===== src/rtl/datamem_arbiter.sv =====
// rtl/datamem_arbiter.sv - two-port round-robin arbiter/sequencer for the 64x32 datamem
//
// Accepts one request at a time from two requesters over a valid/ready
// handshake, performs exactly one memory access cycle, then issues a
// one-cycle response pulse to the granted requester.
//
// Ports:
//   clk, rst_n                 clock (rising edge), async active-low reset
//   req{0,1}_valid/we/addr/wdata  request from port 0 (CPU) / port 1 (debug/DMA)
//   req{0,1}_ready             combinational accept, arbitration winner only, IDLE only
//   resp{0,1}_valid            one-cycle response pulse
//   resp{0,1}_rdata            read data of the last response to that port (0 for writes)
//   mem_read/mem_write/mem_addr/mem_wdata  to datamem; strobes only in ACCESS
//   mem_rdata                  from datamem, combinational read
//   busy                       high whenever the sequencer is not IDLE
module datamem_arbiter #(
  parameter int ADDR_W = 6,
  parameter int DATA_W = 32
) (
  input  logic              clk,
  input  logic              rst_n,
  input  logic              req0_valid,
  input  logic              req0_we,
  input  logic [ADDR_W-1:0] req0_addr,
  input  logic [DATA_W-1:0] req0_wdata,
  output logic              req0_ready,
  output logic              resp0_valid,
  output logic [DATA_W-1:0] resp0_rdata,
  input  logic              req1_valid,
  input  logic              req1_we,
  input  logic [ADDR_W-1:0] req1_addr,
  input  logic [DATA_W-1:0] req1_wdata,
  output logic              req1_ready,
  output logic              resp1_valid,
  output logic [DATA_W-1:0] resp1_rdata,
  output logic              mem_read,
  output logic              mem_write,
  output logic [ADDR_W-1:0] mem_addr,
  output logic [DATA_W-1:0] mem_wdata,
  input  logic [DATA_W-1:0] mem_rdata,
  output logic              busy
);

  typedef enum logic [1:0] {IDLE, ACCESS, RESP} state_t;

  state_t            state_q, state_d;
  logic              last_grant_q;
  logic              port_q;
  logic              we_q;
  logic [ADDR_W-1:0] addr_q;
  logic [DATA_W-1:0] wdata_q;
  logic [DATA_W-1:0] rdata0_q, rdata1_q;
  logic              grant0, grant1;
  logic              accept;

  // Under contention the port that did not win last time goes next.
  assign grant0 = req0_valid & (~req1_valid | last_grant_q);
  assign grant1 = req1_valid & (~req0_valid | ~last_grant_q);

  always_ff @(posedge clk or negedge rst_n) begin
    if (!rst_n) state_q <= IDLE;
    else        state_q <= state_d;
  end

  always_comb begin
    state_d    = state_q;
    req0_ready = 1'b0;
    req1_ready = 1'b0;
    accept     = 1'b0;
    case (state_q)
      IDLE: begin
        // rst_n gating keeps readys low while reset is held even though
        // the state register already reads IDLE.
        req0_ready = grant0 & rst_n;
        req1_ready = grant1 & rst_n;
        accept     = grant0 | grant1;
        if (accept) state_d = ACCESS;
      end
      ACCESS:  state_d = RESP;
      RESP:    state_d = IDLE;
      default: state_d = IDLE;
    endcase
  end

  always_ff @(posedge clk or negedge rst_n) begin
    if (!rst_n) begin
      last_grant_q <= 1'b1;
      port_q       <= 1'b0;
      we_q         <= 1'b0;
      addr_q       <= '0;
      wdata_q      <= '0;
      rdata0_q     <= '0;
      rdata1_q     <= '0;
    end else begin
      if (state_q == IDLE && accept) begin
        port_q       <= grant1;
        last_grant_q <= grant1;
        we_q         <= grant1 ? req1_we    : req0_we;
        addr_q       <= grant1 ? req1_addr  : req0_addr;
        wdata_q      <= grant1 ? req1_wdata : req0_wdata;
      end
      if (state_q == ACCESS) begin
        // Writes report 0 so a stale read value never looks like a write result.
        if (port_q) rdata1_q <= we_q ? '0 : mem_rdata;
        else        rdata0_q <= we_q ? '0 : mem_rdata;
      end
    end
  end

  assign mem_read    = (state_q == ACCESS) & ~we_q;
  assign mem_write   = (state_q == ACCESS) &  we_q;
  assign mem_addr    = addr_q;
  assign mem_wdata   = wdata_q;
  assign busy        = (state_q != IDLE);
  assign resp0_valid = (state_q == RESP) & ~port_q;
  assign resp1_valid = (state_q == RESP) &  port_q;
  assign resp0_rdata = rdata0_q;
  assign resp1_rdata = rdata1_q;

endmodule


===== config.mk =====
export PLATFORM = sky130hd
export DESIGN_NAME = datamem_arbiter
export DESIGN_NICKNAME = d
export VERILOG_FILES = /design/src/rtl/datamem_arbiter.sv
export SDC_FILE = /design/constraint.sdc
export NUM_CORES = 1
export LEC_CHECK = 0
export ABC_AREA = 1
export BUFFER_PORTS_ARGS = -buffer_cell sky130_fd_sc_hd__buf_2
export CORE_MARGIN = 5
export CORE_UTILIZATION = 51
export DETAILED_ROUTE_END_ITERATION = 16
export PLACE_DENSITY = 0.93
export SETUP_SLACK_MARGIN = 0.1
export SLEW_MARGIN = 0
export SYNTH_ARGS = -nofsm -noshare
export SYNTH_HDL_FRONTEND = slang
export SYNTH_SLANG_ARGS = --single-unit

===== constraint.sdc =====
create_clock -name clk -period 2.2 [get_ports clk]
set_clock_uncertainty 0.1 [all_clocks]
set_input_delay 0.33 -clock clk [delete_from_list [all_inputs] [get_ports clk]]
set_output_delay 0.33 -clock clk [all_outputs]
set_load 0.005 [all_outputs]

==> flow_summary_export.csv, run 1 <==
group,metric,value,unit
synth,syn-mean-instance-area,7.35,um^2
critical_path,critPathKind,"register to primary output",
timing,clock.fmax,528,MHz
layout,fill_cells,834,
critical_path,r2r_cells,6,
min_path,min_path_cells,5,
clocking,cts.clk_slew.worst_paths,0.12,ns
clocking,clock-sinks,107,
routing,ant_nets,0,
synth,synth_mux_area_share,0,%
critical_path,crit_path_top_delay_cell,"dfrtp_1",
clocking,cts_made_buffers,9,
synth,syn_area,5200,um^2
synth,seq_area_frac_synth,51.5,%
timing,setup_tns,0,ns
power,p_seq_share,41.4,%
routing,drc_errors,0,
job,drv_cap,0,
floorplanning,ios,223,
min_path,hp-start,"req0_wdata[8]",
critical_path,max_stage_delay,0.40,ns
power,p_int,0.00471,W
timing,maxSlewHeadroom,62.4,%
power,irDropWorstVdd,0.639,mV
floorplanning,row_count,36,
layout,final_common_cell,"nand2_1",
placement,detailed_place_hpwl,10.5,mm
routing,avgViaCountPerCell,4.90,
floorplanning,initial_utilization,52.8,%
layout,final_layout_size_suffix_gt1_share,28.5,%
global_routing,grt_pass1_wl,24.0,mm
placement,dpl_cell_area,6400,um^2
layout,layout.nets,1026,
clocking,clockBufferDepth,2,
global_routing,grt_max_degree,108,
layout,finalInstanceArea,6590,um^2
routing,drtIter0Drc,345,
timing,period_minus_slack,1.89,ns
layout,area_delta_synth_final,26.7,%
power,p_per_area,1240,nW/um^2
critical_path,worstPathCellList,"inv_2, nand2_2, nor2_1, buf_2",
routing,dr.pass1.iters,4,
timing,period_share,86.0,%
layout,n_antenna_cell,0,
routing,wire_per_inst,13.7,um
placement,portBuffers,222,
clocking,hold_buffers,1,
placement,gp_congestion,0.797,
synth,synth_top_family_by_area,"simple AND/OR/NAND/NOR gates",
routing,via_count,5147,
synth,synth_xor_area_share,0,%
critical_path,crit_arrival,1.46,ns
global_routing,first_global_vias,5051,
timing,slew_viol_final,0,
synth,synthAdderAreaFrac,0,%
floorplanning,core_area,9860,um^2
power,p_sw_share,42.2,%
clocking,cts_tree,"built",
synth,ys_ff_latch,107,
critical_path,crit_start,"state_q[1]",
global_routing,grt_usage,23.2,%
layout,mostFrequentLayoutCells,"nand2_1, buf_2, inv_1",
synth,synth_cell_types,19,
floorplanning,die_w,111,um
synth,yosys.area_share.simple,29.4,%
floorplanning,die_h,111,um
clocking,ctsResizeCount,0,
clocking,cts_root_buf,"clkbuf_8",
timing,hold_violations,0,
critical_path,endpoint_kind,"primary output",
critical_path,cp_max_fo,27,
timing,tightest_slew,0.565,ns
synth,synthCells,708,
timing,setup_viol,0,
critical_path,worstPathBufferInverterCount,2,
critical_path,cpLargestDelayFamily,"simple AND/OR/NAND/NOR gates",
power,p_comb_share,44.7,%
timing,rsz0062_at_grt,"no",
clocking,h-tree-depth,3,
min_path,hp-class,"input pin to register",
power,leakagePower,4.14,nW
power,clkPwrFrac,13.9,%
global_routing,antenna_found_initial,1,
clocking,clkLatencyLatePin,0.35,ns
power,p_sw,0.00344,W
critical_path,cp-start-kind,"register",
outcome,outcome,"finished, final reports clean",
global_routing,grt-ovfl-total,0,
synth,synth_compound_area_share,6.35,%
routing,drt-total-wl,14.4,mm
floorplanning,dieArea,12300,um^2
critical_path,reg2reg_from,"state_q[1]",
critical_path,worstPathRequired,1.77,ns
clocking,post_cts_buffers,0,
synth,yosysWarnings,0,
synth,syn_nets,822,
critical_path,cp.depth,4,
==> synth_stat cells <==
cell type	number	area [um^2]
nor2_2	2	12.5
buf_2	14	70.1
buf_6	3	33.8
buf_4	6	45.0
buf_1	3	11.3
nor2_1	37	139
inv_1	113	424
nand2_1	251	942
inv_2	4	15.0
nor3_1	2	10.0
nand3_1	79	395
o21ai_1	30	150
dfrtp_1	106	2650
nand2_2	1	6.26
clkbuf_1	17	63.8
dfstp_2	1	26.3
o21ai_0	36	180
nor2_4	2	22.5
clkbuf_2	1	5.00
==> per-layer routing <==
layer	wire length (um)	GRT usage (%)	vias up
li1	-	-	2548
met1	5730	30.0	2325
met3	1510	7.70	13
met4	167	5.35	2
met5	7	0	-
met2	6950	37.9	259
==> worst min-delay path: stages <==
cell	delay, ns
buf_2	0.07
inv_1	0.03
nand2_1	0.05
nand3_1	0.06
nand2_1	0.05
==> logic make-up (layout without fill, tap and decap cells) <==
family                 Yosys count  after routing
flip-flops                     107            107
AO/OA/AOI/OAI                   66             66
buffers and inverters          161            370
AND/OR/NAND/NOR                374            374
==> power by group through the flow <==
stage	clock, W	combinational [W]	sequential [W]
CTS	0.00116	0.00369	0.00337
finish	0.00113	0.00364	0.00338
floorplan	0	0.00204	0.00339
detailed placement	0	0.00370	0.00339
global placement	0	0.00356	0.00338
global route	0.00124	0.00413	0.00348
==> registers in the layout, summed over array words and instances, names as in the netlist <==
signal	flops
last_grant_q	1
mem_addr	6
mem_wdata	32
port_q	1
resp0_rdata	32
resp1_rdata	32
state_q	2
we_q	1
==> through the flow <==
step | total power (W) | cells | setup slack, ns | hold slack, ns | util, %
after floorplan | 0.00544 | 708 | 0.835 | -0.0656 | -
after global routing | 0.00886 | 1050 | 0.162 | 0.161 | 66.8
after CTS | 0.00822 | 1050 | 0.242 | 0.137 | 66.8
after global placement | 0.00694 | 1033 | 0.633 | 0.357 | 64.9
final | 0.00814 | 1050 | 0.308 | 0.150 | 66.8
after detailed placement | 0.00708 | 1033 | 0.591 | 0.361 | 64.9
==> worst paths after layout <==
path | end | slack (ns)
worst max-delay path | mem_write | 0.31
worst min register to register | mem_wdata[21] | 0.39
worst min-delay path | mem_wdata[8] | 0.15
max in group asynchronous | mem_wdata[27] | 1.04
worst max register to register | resp0_rdata[31] | 0.58
min in group asynchronous | resp0_rdata[4] | 0.50
==> area by class of cell <==
| cell class | instances | area, um^2 | area share (%) |
|---|---|---|---|
| Multi-Input combinational cell | 440 | 1860 | 28.2 |
| Clock inverter | 6 | 56.3 | 0.854 |
| Clock buffer | 10 | 128 | 1.94 |
| Inverter | 117 | 439 | 6.66 |
| Sequential cell | 107 | 2680 | 40.6 |
| Tap cell | 133 | 166 | 2.52 |
| Timing Repair Buffer | 237 | 1270 | 19.2 |
(Power assumes the default switching activity.)
==> run 2, diff against run 1 <==
- CORE_MARGIN: 5 -> 4
==> run 2 against run 1 <==
- critical path depth rose by 1
- clock-buffer cell count unchanged
- core utilization rose by 0.051 points
- sequential power shrank 1%
- clock power is 11% higher
- sequential share of layout area about the same
- critical endpoint is now req0_ready
- sequential cell count stayed put
==> flow_summary_export.csv, run 2 (synthesis gave the netlist of run 1 again) <==
group,metric,value,unit
floorplanning,ios,223,
floorplanning,core_area,9860,um^2
clocking,cts_root_buf,"clkbuf_8",
floorplanning,row_count,36,
clocking,clockBufferDepth,2,
routing,drt-total-wl,14.0,mm
timing,setup_tns,0,ns
timing,maxSlewHeadroom,56.7,%
clocking,cts.clk_slew.worst_paths,0.10,ns
placement,detailed_place_hpwl,10.4,mm
layout,mostFrequentLayoutCells,"nand2_1, buf_2, inv_1",
floorplanning,initial_utilization,52.8,%
clocking,cts_tree,"built",
layout,final_common_cell,"nand2_1",
critical_path,endpoint_kind,"primary output",
timing,slew_viol_final,0,
layout,n_antenna_cell,0,
routing,wl_met2,6.91,mm
routing,avgViaCountPerCell,4.92,
global_routing,first_global_vias,4823,
clocking,post_cts_buffers,0,
global_routing,grt-ovfl-total,0,
critical_path,critPathKind,"input pin to primary output",
placement,gp_congestion,0.808,
critical_path,cp_max_fo,27,
global_routing,grt_max_degree,49,
routing,via_count,5164,
timing,rsz0062_at_grt,"no",
floorplanning,die_h,109,um
timing,period_minus_slack,1.93,ns
power,finalPower,0.00818,W
routing,drc_errors,0,
routing,wl_met3,1.31,mm
layout,area_delta_synth_final,26.8,%
critical_path,crit_arrival,1.50,ns
routing,wire_per_inst,13.4,um
critical_path,worstPathRequired,1.77,ns
clocking,cts_made_buffers,9,
power,irDropWorstVdd,0.592,mV
floorplanning,dieArea,11900,um^2
timing,hold_violations,0,
critical_path,r2r_cells,6,
outcome,outcome,"finished, final reports clean",
timing,period_share,87.9,%
global_routing,antenna_found_initial,0,
global_routing,grt_usage,23.5,%
routing,ant_nets,0,
job,drv_cap,0,
routing,wl_met1,5.64,mm
timing,clock.fmax,517,MHz
timing,tightest_slew,0.649,ns
layout,final_layout_size_suffix_gt1_share,28.6,%
routing,drtIter0Drc,362,
routing,top_layer_used,"met4",
timing,setup_viol,0,
power,leakagePower,4.14,nW
global_routing,grt_pass1_wl,22.3,mm
layout,layout.nets,1026,
min_path,hp-class,"input pin to register",
min_path,min_path_cells,5,
critical_path,cp-start-kind,"input pin",
placement,portBuffers,222,
power,p_per_area,1240,nW/um^2
routing,dr.pass1.iters,5,
layout,fill_cells,835,
clocking,clkLatencyLatePin,0.35,ns
clocking,h-tree-depth,3,
floorplanning,die_w,109,um
clocking,clock-sinks,107,
-- run 2: cell count changes in the layout (fill, tap and decap cells not counted), sizes merged --
cell      previous run  this run
bufinv               0         1
inv                120       119
clkinv               2         3
clkinvlp             1         0
-- run 2: repair_timing --
| item | in CTS | in global routing |
|---|---|---|
| setup endpoints to repair | 0 | 2 |
| endpoints found under the hold margin | 24 | 0 |
| hold buffers | 1 | 0 |
| resized for setup | 0 | 1 |
-- run 2: path summary, 6_finish.rpt --
path	slack (ns)	from	endpoint
min in group asynchronous	0.30	rst_n	resp0_rdata[25]
worst max register to register	0.61	state_q[1]	mem_wdata[21]
worst max-delay path	0.27	rst_n	req0_ready
worst min register to register	0.39	mem_wdata[5]	mem_wdata[5]
worst min-delay path	0.16	req0_wdata[16]	mem_wdata[16]
max in group asynchronous	0.84	rst_n	resp1_rdata[14]
-- run 2: critical path, stage by stage --
cell           delay, ns
dlygate4sd3_1       0.55
buf_6               0.25
nand2_1             0.12
nor2_1              0.11
buf_2               0.13
-- run 2: layout make-up --
cell class / instances / area, um^2 / share of cell area (%)
clock buffers: 10 / 138 / 2.09
clock inverters: 6 / 72.6 / 1.10
inverters: 117 / 439 / 6.66
multi-input cells: 440 / 1860 / 28.2
flip-flops and latches: 107 / 2680 / 40.6
well taps: 133 / 166 / 2.52
repair buffers: 237 / 1240 / 18.9
-- run 2: metal layers --
metal,track usage (%),vias up
met5,0,-
met4,5.59,0
met3,5.39,14
met2,40.8,251
met1,29.7,2366
li1,-,2533
-- run 2: per-stage QoR --
step	setup slack, ns	area, um^2	hold WS [ns]	util (%)	std cells
3_3_place_gp	0.630	6370	0.161	64.6	1033
6_report	0.265	6600	0.163	66.9	1050
5_1_grt	0.161	6600	0.154	66.9	1050
2_1_floorplan	0.835	5200	-0.0656	-	708
4_1_cts	0.164	6590	0.151	66.8	1050
3_5_place_dp	0.568	6370	0.166	64.6	1033
-- run 2: power breakdown --
group | internal (W) | switching, W | total (W)
logic | 0.00137 | 0.00223 | 0.00360
clock network | 0.000573 | 0.000673 | 0.00125
registers | 0.00285 | 0.000487 | 0.00334
total | 0.00480 | 0.00339 | 0.00818
==> run 3, diff against run 2 <==
- ABC_AREA: 1 -> default
- PLACE_DENSITY: 0.93 -> 0.94
==> run 3 against run 2 <==
- critical path depth shrank 1
- synthesized cell count shrank 45%
- first-iteration DRC count shrank 54%
- worst hold slack lost 0.086 ns
- maximum frequency shrank 4.5%
- largest power group unchanged
- register-to-register slack lost 0.25 ns
- highest routed layer is now met5
- worst setup slack lost 0.092 ns
- design area shrank 3.7%
==> flow_summary_export.csv, run 3 <==
group,metric,value,unit
outcome,outcome,"finished, final reports clean",
routing,drc_errors,0,
global_routing,first_global_vias,3971,
synth,synth-main-ff-cell,"dfrtp_1",
critical_path,crit_end,"req0_ready",
critical_path,max_stage_delay,0.45,ns
layout,final_common_cell,"buf_2",
routing,drt-total-wl,12.6,mm
floorplanning,initial_utilization,52.6,%
clocking,cts_root_buf,"clkbuf_8",
layout,fill_cells,703,
synth,synth_edf_count,0,
global_routing,grt_max_degree,95,
timing,period_share,92.1,%
min_path,min_path_cells,2,
global_routing,grt_pass1_wl,20.1,mm
floorplanning,row_count,35,
layout,area_delta_synth_final,30.2,%
timing,rsz0062_at_grt,"no",
synth,syn-mean-instance-area,12.5,um^2
clocking,clock-sinks,107,
floorplanning,ios,223,
synth,synthTopCellsByCount,"dfrtp_1, mux2_4, nand2_1",
critical_path,r2r_cells,5,
synth,synthCells,389,
critical_path,cp_max_fo,7,
critical_path,critPathKind,"register to primary output",
timing,period_minus_slack,2.03,ns
synth,synth_top_cell_area_share,54.3,%
synth,yosysMostFrequentCell,"dfrtp_1",
layout,multi_input_area,2060,um^2
timing,slew_viol_final,0,
routing,ant_nets,0,
synth,syn_area,4880,um^2
critical_path,r2r-end,"mem_wdata[15]",
critical_path,crit_start,"state_q[0]",
critical_path,crit_path_top_delay_cell,"dfrtp_1",
floorplanning,die_h,106,um
clocking,clockBufferDepth,2,
routing,wl_met3,963,um
clocking,clkLatencyLatePin,0.36,ns
layout,mostFrequentLayoutCells,"buf_2, dfrtp_1, mux2_4",
routing,via_count,3738,
routing,dr.pass1.iters,4,
clocking,cts_tree,"built",
synth,seq_area_frac_synth,54.9,%
power,irDropWorstVdd,0.922,mV
placement,detailed_place_hpwl,9.59,mm
routing,wire_per_inst,16.9,um
clocking,cts.clk_slew.worst_paths,0.11,ns
critical_path,rrSetupSlack,0.36,ns
synth,ys_ff_latch,107,
routing,drtIter0Drc,166,
critical_path,worstPathCellList,"nor2_2, and3_1, and2_1, buf_2",
synth,yosys-top-cells-area,"dfrtp_1, mux2_4, o21ai_0",
critical_path,crit_arrival,1.60,ns
timing,maxSlewHeadroom,63.1,%
global_routing,grt-ovfl-total,0,
timing,clock.fmax,493,MHz
synth,syn_nets,503,
synth,yosysWarnings,0,
min_path,hp-class,"input pin to register",
floorplanning,core_area,9280,um^2
power,p_per_area,1310,nW/um^2
global_routing,antenna_found_initial,1,
routing,top_layer_used,"met5",
timing,tightest_slew,0.554,ns
placement,dp.cells,724,
layout,fin_cells,743,
job,drv_cap,0,
placement,gp_congestion,0.783,
global_routing,grt_usage,22.7,%
layout,layout.nets,723,
synth,yosysTopAreaCell,"dfrtp_1",
synth,synth_cell_types,26,
layout,n_antenna_cell,0,
clocking,ctsResizeCount,0,
power,leakagePower,3.42,nW
routing,wl_met1,4.94,mm
layout,register_area,2680,um^2
routing,avgViaCountPerCell,5.03,
timing,hold_violations,0,
layout,final_layout_size_suffix_gt1_share,53.9,%
routing,wl_met2,6.35,mm
critical_path,cp-start-kind,"register",
critical_path,reg2reg_from,"last_grant_q",
timing,setup_viol,0,
critical_path,worstPathRequired,1.77,ns
timing,setup_tns,0,ns
floorplanning,dieArea,11200,um^2
floorplanning,die_w,106,um
clocking,h-tree-depth,3,
critical_path,endpoint_kind,"primary output",
synth,async_flop_share,100,%
clocking,cts_made_buffers,9,
placement,portBuffers,222,
min_path,hp-start,"req0_valid",
-- run 3: cell count changes after synthesis, moves of 3 or more --
cell,delta
inv_2,-4
nand2b_1,+32
nor2_1,-35
buf_1,-3
o21ai_0,+19
inv_1,-112
clkbuf_1,-3
buf_2,-12
mux2_4,+78
o21ai_1,-21
nand3_1,-79
nand2_1,-186
-- run 3: report_power, final --
group          switching, W  leakage [nW]  total (W)  internal [W]
Combinational       0.00165          1.99    0.00368       0.00203
Sequential         0.000595          1.34    0.00347       0.00287
Clock              0.000698        0.0851    0.00115      0.000452
Total               0.00295          3.42    0.00830       0.00535
-- run 3: layout make-up --
class,instances,area share (%)
clock buffers,10,2.17
clock inverters,6,0.768
inverters,1,0.0591
multi-input cells,257,32.5
flip-flops and latches,107,42.2
well taps,129,2.54
repair buffers,233,19.9
-- run 3: repair_timing --
action                                 4_1_cts  5_1_grt
setup endpoints to repair                    1        0
hold buffers                                 1        0
setup buffers                                2        0
endpoints found under the hold margin       13        0
-- run 3: logic make-up after synthesis --
group                  after synthesis  synth area share, %
AND/OR/NAND/NOR                    110                 10.8
flip-flops                         107                 54.9
multiplexers                        78                 24.0
AO/OA/AOI/OAI                       69                 7.38
buffers and inverters               25                 2.90
-- run 3: worst min-delay path by stage --
stage,end,slack [ns]
after detailed placement,mem_wdata[0],0.12
after CTS,last_grant_q,0.06
final,last_grant_q,0.08
after global placement,mem_wdata[0],0.12
after global routing,last_grant_q,0.07
after floorplan,mem_addr[0],-0.07
-- run 3: per-stage QoR --
| stage | area [um^2] | hold slack [ns] | worst slack, ns | power (W) | utilization, % |
|---|---|---|---|---|---|
| final | 6350 | 0.0773 | 0.173 | 0.00830 | 68.4 |
| after CTS | 6350 | 0.0623 | 0.176 | 0.00838 | 68.4 |
| after detailed placement | 6130 | 0.125 | 0.291 | 0.00721 | 66.0 |
| after global placement | 6130 | 0.122 | 0.371 | 0.00696 | 66.0 |
| after floorplan | 4880 | -0.0656 | 0.581 | 0.00562 | - |
| after global routing | 6350 | 0.0680 | 0.131 | 0.00888 | 68.4 |
-- run 3: per-layer routing --
layer	GRT usage, %	vias to the layer above
li1	-	1750
met1	26.9	1783
met2	39.3	174
met3	6.86	29
met4	8.05	2
met5	0	-
-- run 3: worst max-delay path: cells and delay by family (launching register included) --
family	cells	cell delay, ns
flip-flops	1	0.45
buffers and inverters	1	0.11
AND/OR/NAND/NOR	3	0.67
